==> src/rtl/unpack_fifo.sv <==
// -----------------------------------------------------------------------------
// unpack_fifo
//
// Width-converting FIFO. Each accepted write stores PAR_WRITE words; each
// served read returns PAR_READ words. Words leave in the same order they
// arrived, word 0 of a write first.
//
// Parameters
//   NUM_BIT   bits per word
//   NUM_REG   storage depth in words (must equal 2**ADDR_REG)
//   ADDR_REG  pointer width in bits
//   PAR_WRITE words accepted per write
//   PAR_READ  words delivered per read (PAR_READ < PAR_WRITE <= NUM_REG)
//
// Ports
//   clk       single clock, rising edge
//   rst       asynchronous, active-low reset
//   write_en  write request
//   read_en   read request
//   din       packed write data, word i = din[i*NUM_BIT +: NUM_BIT]
//   dout      registered read data, word j = dout[j*NUM_BIT +: NUM_BIT]
//   full      high when a write cannot be accepted
//   empty     high when a read cannot be served
//   ready     ~full
//   valid     dout carries the data of the read served on the last edge
//
// Handshake: a write is accepted on a rising edge iff write_en && ready
// (ready == ~full); a read is served on a rising edge iff read_en && !empty,
// and that same edge loads dout and raises valid for exactly one cycle.
// Requests made while the matching flag blocks them are dropped silently;
// the requester must hold the request until the flag allows it.
// -----------------------------------------------------------------------------
module unpack_fifo #(
    parameter int NUM_BIT   = 4,
    parameter int NUM_REG   = 8,
    parameter int ADDR_REG  = 3,
    parameter int PAR_WRITE = 2,
    parameter int PAR_READ  = 1
) (
    input  logic                          clk,
    input  logic                          rst,
    input  logic                          write_en,
    input  logic                          read_en,
    input  logic [PAR_WRITE*NUM_BIT-1:0]  din,
    output logic [PAR_READ*NUM_BIT-1:0]   dout,
    output logic                          full,
    output logic                          empty,
    output logic                          ready,
    output logic                          valid
);

    // Pointer steps wrap naturally because NUM_REG == 2**ADDR_REG.
    localparam logic [ADDR_REG-1:0] PW_PTR     = ADDR_REG'(PAR_WRITE);
    localparam logic [ADDR_REG-1:0] PR_PTR     = ADDR_REG'(PAR_READ);
    localparam logic [ADDR_REG:0]   PW_CNT     = (ADDR_REG+1)'(PAR_WRITE);
    localparam logic [ADDR_REG:0]   PR_CNT     = (ADDR_REG+1)'(PAR_READ);
    localparam logic [ADDR_REG:0]   FULL_LIMIT = (ADDR_REG+1)'(NUM_REG - PAR_WRITE);

    logic [NUM_BIT-1:0]  mem [NUM_REG];
    logic [ADDR_REG-1:0] wptr;
    logic [ADDR_REG-1:0] rptr;
    logic [ADDR_REG:0]   count;
    logic                wr_fire;
    logic                rd_fire;

    // Flags come straight from the occupancy count. "full" means there is
    // no room for a whole write, "empty" means fewer than a whole read.
    assign full  = (count > FULL_LIMIT);
    assign empty = (count < PR_CNT);
    assign ready = ~full;

    // Both decisions use the pre-edge flags, so a simultaneous read and
    // write are judged independently of each other.
    assign wr_fire = write_en & ~full;
    assign rd_fire = read_en & ~empty;

    // Storage is deliberately not reset: after reset count is 0, so no
    // stale word can be reached before it is overwritten.
    always_ff @(posedge clk) begin
        if (wr_fire) begin
            for (int i = 0; i < PAR_WRITE; i++) begin
                mem[wptr + ADDR_REG'(i)] <= din[i*NUM_BIT +: NUM_BIT];
            end
        end
    end

    // Control state and registered read port. A read on the same edge as a
    // write sees the pre-edge memory (non-blocking update), and since reads
    // only touch occupied slots while writes only touch free ones, the two
    // never address the same word.
    always_ff @(posedge clk or negedge rst) begin
        if (!rst) begin
            wptr  <= '0;
            rptr  <= '0;
            count <= '0;
            dout  <= '0;
            valid <= 1'b0;
        end else begin
            if (wr_fire) begin
                wptr <= wptr + PW_PTR;
            end
            if (rd_fire) begin
                for (int j = 0; j < PAR_READ; j++) begin
                    dout[j*NUM_BIT +: NUM_BIT] <= mem[rptr + ADDR_REG'(j)];
                end
                rptr  <= rptr + PR_PTR;
                valid <= 1'b1;
            end else begin
                // dout keeps its last value; only valid drops.
                valid <= 1'b0;
            end
            count <= count + (wr_fire ? PW_CNT : '0) - (rd_fire ? PR_CNT : '0);
        end
    end

endmodule

==> config.mk <==
export PLATFORM = sky130hd
export DESIGN_NAME = unpack_fifo
export DESIGN_NICKNAME = d
export VERILOG_FILES = /design/src/rtl/unpack_fifo.sv
export SDC_FILE = /design/constraint.sdc
export NUM_CORES = 1
export LEC_CHECK = 0
export ABC_CLOCK_PERIOD_IN_PS = 3200
export BUFFER_PORTS_ARGS = -buffer_cell sky130_fd_sc_hd__buf_2
export CORE_ASPECT_RATIO = 0.8
export CORE_UTILIZATION = 57
export DETAILED_ROUTE_END_ITERATION = 16
export HOLD_SLACK_MARGIN = 0.02
export PLACE_DENSITY_LB_ADDON = 0.15
export SLEW_MARGIN = 20
export SYNTH_ARGS = -nofsm -noshare
export SYNTH_HDL_FRONTEND = slang
export SYNTH_SLANG_ARGS = --single-unit
export TNS_END_PERCENT = 10
==> constraint.sdc <==
create_clock -name clk -period 3.2 [get_ports clk]
set_clock_uncertainty 0.05 [all_clocks]
set_input_delay 0.16 -clock clk [delete_from_list [all_inputs] [get_ports clk]]
set_output_delay 0.16 -clock clk [all_outputs]
set_load 0.01 [all_outputs]
==> results by group <==
Outcome
  • Outcome: completed

Clocking
  • CTS tree: yes
  • Clock-pin slew on the worst setup and hold paths: 0.08 ns
  • Clock sinks: 46
  • CTS root buffer: clkbuf_8
  • H-Tree Depth: 2
  • Buffer depth of the longest clock path: 2
  • CTS Buf Count: 5
  • Clock insertion delay at the later pin of the skew report: 0.29 ns

Timing
  • Max Freq: 391 MHz
  • Max Slew Vio Count: 0
  • Final Critical Period: 2.56 ns
  • Relative slew slack: 38.2%
  • Least-Margin Pin Slew: 0.928 ns
  • Hold WS: 0.0375 ns
  • RSZ-0062 raised after global routing: false
  • Fin crit share: 80.0%
  • Total negative slack: 0 ns
  • # setup viols final: 0
  • Final Hold Violating Endpoints: 0

Logic synthesis
  • Distinct cell type count after synthesis: 21
  • Synth top area share: 48.5%
  • Post-Syn Nets: 141
  • Post-synthesis sequential area ratio: 66.2%
  • Synth warn: 0
  • Synthesized instance count: 118
  • Syn Std Cell Area: 1980 µm²
  • Post-synth top area cell: edfxtp_1
  • Mean area per synthesized cell: 16.8 µm²
  • #FFs+latches synth: 46
  • Synth top area cells: edfxtp_1 (49%), dfrtp_1 (18%), mux2i_1 (10%)

Finish
  • Ant diodes: 0
  • P&R area growth vs syn: 12.7%
  • Final Cell Area: 2230 µm²
  • Most common cell after layout, fill and taps aside: edfxtp_1
  • Commonest non-fill, non-tap cells in the layout: edfxtp_1 (32), mux2i_1 (20), buf_2 (19)
  • Post-layout util: 69.8%
  • Fill count: 206
  • NumNets Final: 165
  • Ratio of cells with drive above 1 in the final layout: 23.1%

Placed design
  • Area after DPL: 2090 µm²
  • GP Congestion: 0.707
  • Detail Placement HPWL: 2040 µm
  • PortBufs: 19

GRT
  • Gr usage total: 18.4%
  • Vias in the first global route: 923
  • Largest net degree at the start of global routing: 19
  • First-pass GRT wire length: 4440 µm
  • GRT overflow: 0
  • Antenna violations before repair: 0

Detailed routing
  • Drt initial violations: 58
  • Router iterations before antenna repair: 4
  • Via density: 5.19
  • Final WL: 2950 µm
  • Post-route DRC violation count: 0
  • Wirelength per Cell: 16.1 µm
  • Vias post-DR: 950
  • Antenna-violating nets left: 0

Flow run
  • MaxCap Viol Count: 0

Floorplanning
  • Initial Util: 61.9%
  • Die area: 3710 µm²
  • Top Ports: 20
  • Die height: 54.7 µm
  • Rows: 18
  • Core area: 3200 µm²
  • Die width: 67.9 µm

Power
  • Power Density: 924 nW/µm²
  • Pleak: 0.965 nW
  • Peak VDD IR: 0.425 mV
  • Design Power: 2.06 mW

Setup path
  • Max stage delay cell, worst path: nor2b_1
  • Worst path arrival time: 2.69 ns
  • CP most frequent cell: ha_1
  • Crit Path Max Fanout: 8
  • Max incr delay on CP: 0.60 ns
  • Critical-path cell list: inv_1 > ha_1 > nor3b_1 > nor2b_1 > ha_1 > inv_1 > ha_1 > fa_1 > xnor2_1
  • Crit start category: register
  • CP endpoint kind: register
  • Worst setup path class: reg2reg
  • Required @ worst endpoint: 3.33 ns

Hold path
  • Hold Crit Class: in2reg
[where the power goes]
| part | internal [mW] | switching [mW] | total, mW | leakage (nW) |
|---|---|---|---|---|
| registers | 0.807 | 0.154 | 0.960 | 0.454 |
| clock network | 0.309 | 0.180 | 0.488 | 0.0658 |
| logic | 0.327 | 0.286 | 0.613 | 0.445 |
| total | 1.44 | 0.619 | 2.06 | 0.965 |
[Yosys cell counts (all sizes together)]
master / instances
mux2i: 20
a21oi: 1
mux2: 2
buf: 3
mux4: 4
and3: 1
dfrtp: 14
nor2b: 1
edfxtp: 32
nand2: 1
xnor2: 2
xor2: 2
fa: 1
and3b: 1
nor3b: 1
inv: 17
ha: 10
a211oi: 1
and2: 4
[layout make-up]
| type | count | area, µm² | share of cell area, % |
|---|---|---|---|
| Tap cell | 40 | 50.0 | 2.24 |
| Sequential cell | 46 | 1310 | 58.8 |
| Inverter | 17 | 63.8 | 2.86 |
| Clock inverter | 3 | 63.8 | 2.86 |
| Multi-Input combinational cell | 52 | 568 | 25.5 |
| Timing Repair Buffer | 20 | 105 | 4.71 |
| Clock buffer | 5 | 68.8 | 3.08 |
[worst paths after layout]
| path | startpoint | end | slack, ns | depth (start not counted) |
|---|---|---|---|---|
| worst max-delay path | count[2] | count[3] | 0.64 | 9 |
| worst min-delay path | din[3] | mem[4][3] | 0.04 | 1 |
| worst max register to register | count[2] | count[3] | 0.64 | 9 |
| worst min register to register | dout[2] | dout[2] | 0.48 | 2 |
| max in group asynchronous | rst | wptr[1] | 2.62 | 2 |
| min in group asynchronous | rst | count[3] | 0.23 | 2 |
[sequential cells by signal, summed over array words and instances (netlist names)]
| register | flops |
|---|---|
| mem | 32 |
| count | 4 |
| dout | 4 |
| rptr | 3 |
| wptr | 2 |
| valid | 1 |
[per-stage QoR]
step | std cells | setup WS [ns]
3_3_place_gp | 174 | 0.713
2_1_floorplan | 118 | 0.840
3_5_place_dp | 174 | 0.631
4_1_cts | 183 | 0.615
6_report | 183 | 0.642
5_1_grt | 183 | 0.435
[repair_timing]
action	in CTS	in global routing
resized for setup	0	0
buffers inserted	0	0
endpoints found under the hold margin	14	0
hold buffers	1	0
[worst max-delay path, delay by kind of cell, from the launching register on]
kind | cells | cell delay, ns
adder cells (fa/ha/maj) | 4 | 1.02
AND/OR/NAND/NOR | 2 | 0.75
buffers and inverters | 2 | 0.12
flip-flops | 1 | 0.37
XOR/XNOR | 1 | 0.13
[cell families (layout without fill, tap and decap cells)]
kind of cell / Yosys count / in the layout / synth area share (%)
buffers and inverters: 20 / 45 / 5.06
flip-flops: 46 / 46 / 66.2
AND/OR/NAND/NOR: 9 / 9 / 2.91
AO/OA/AOI/OAI: 2 / 2 / 0.885
multiplexers: 26 / 26 / 15.8
adder cells (fa/ha/maj): 11 / 11 / 7.33
XOR/XNOR: 4 / 4 / 1.77
[routing by layer]
metal | track usage, % | vias to the layer above | part of all wire, %
met2 | 29.2 | 25 | 48
met3 | 5.00 | 3 | 4.9
met4 | 7.64 | 0 | 0.71
li1 | - | 462 | -
met5 | 0 | - | 0
met1 | 24.1 | 460 | 46
No activity file was read; power rests on OpenSTA's default activity.
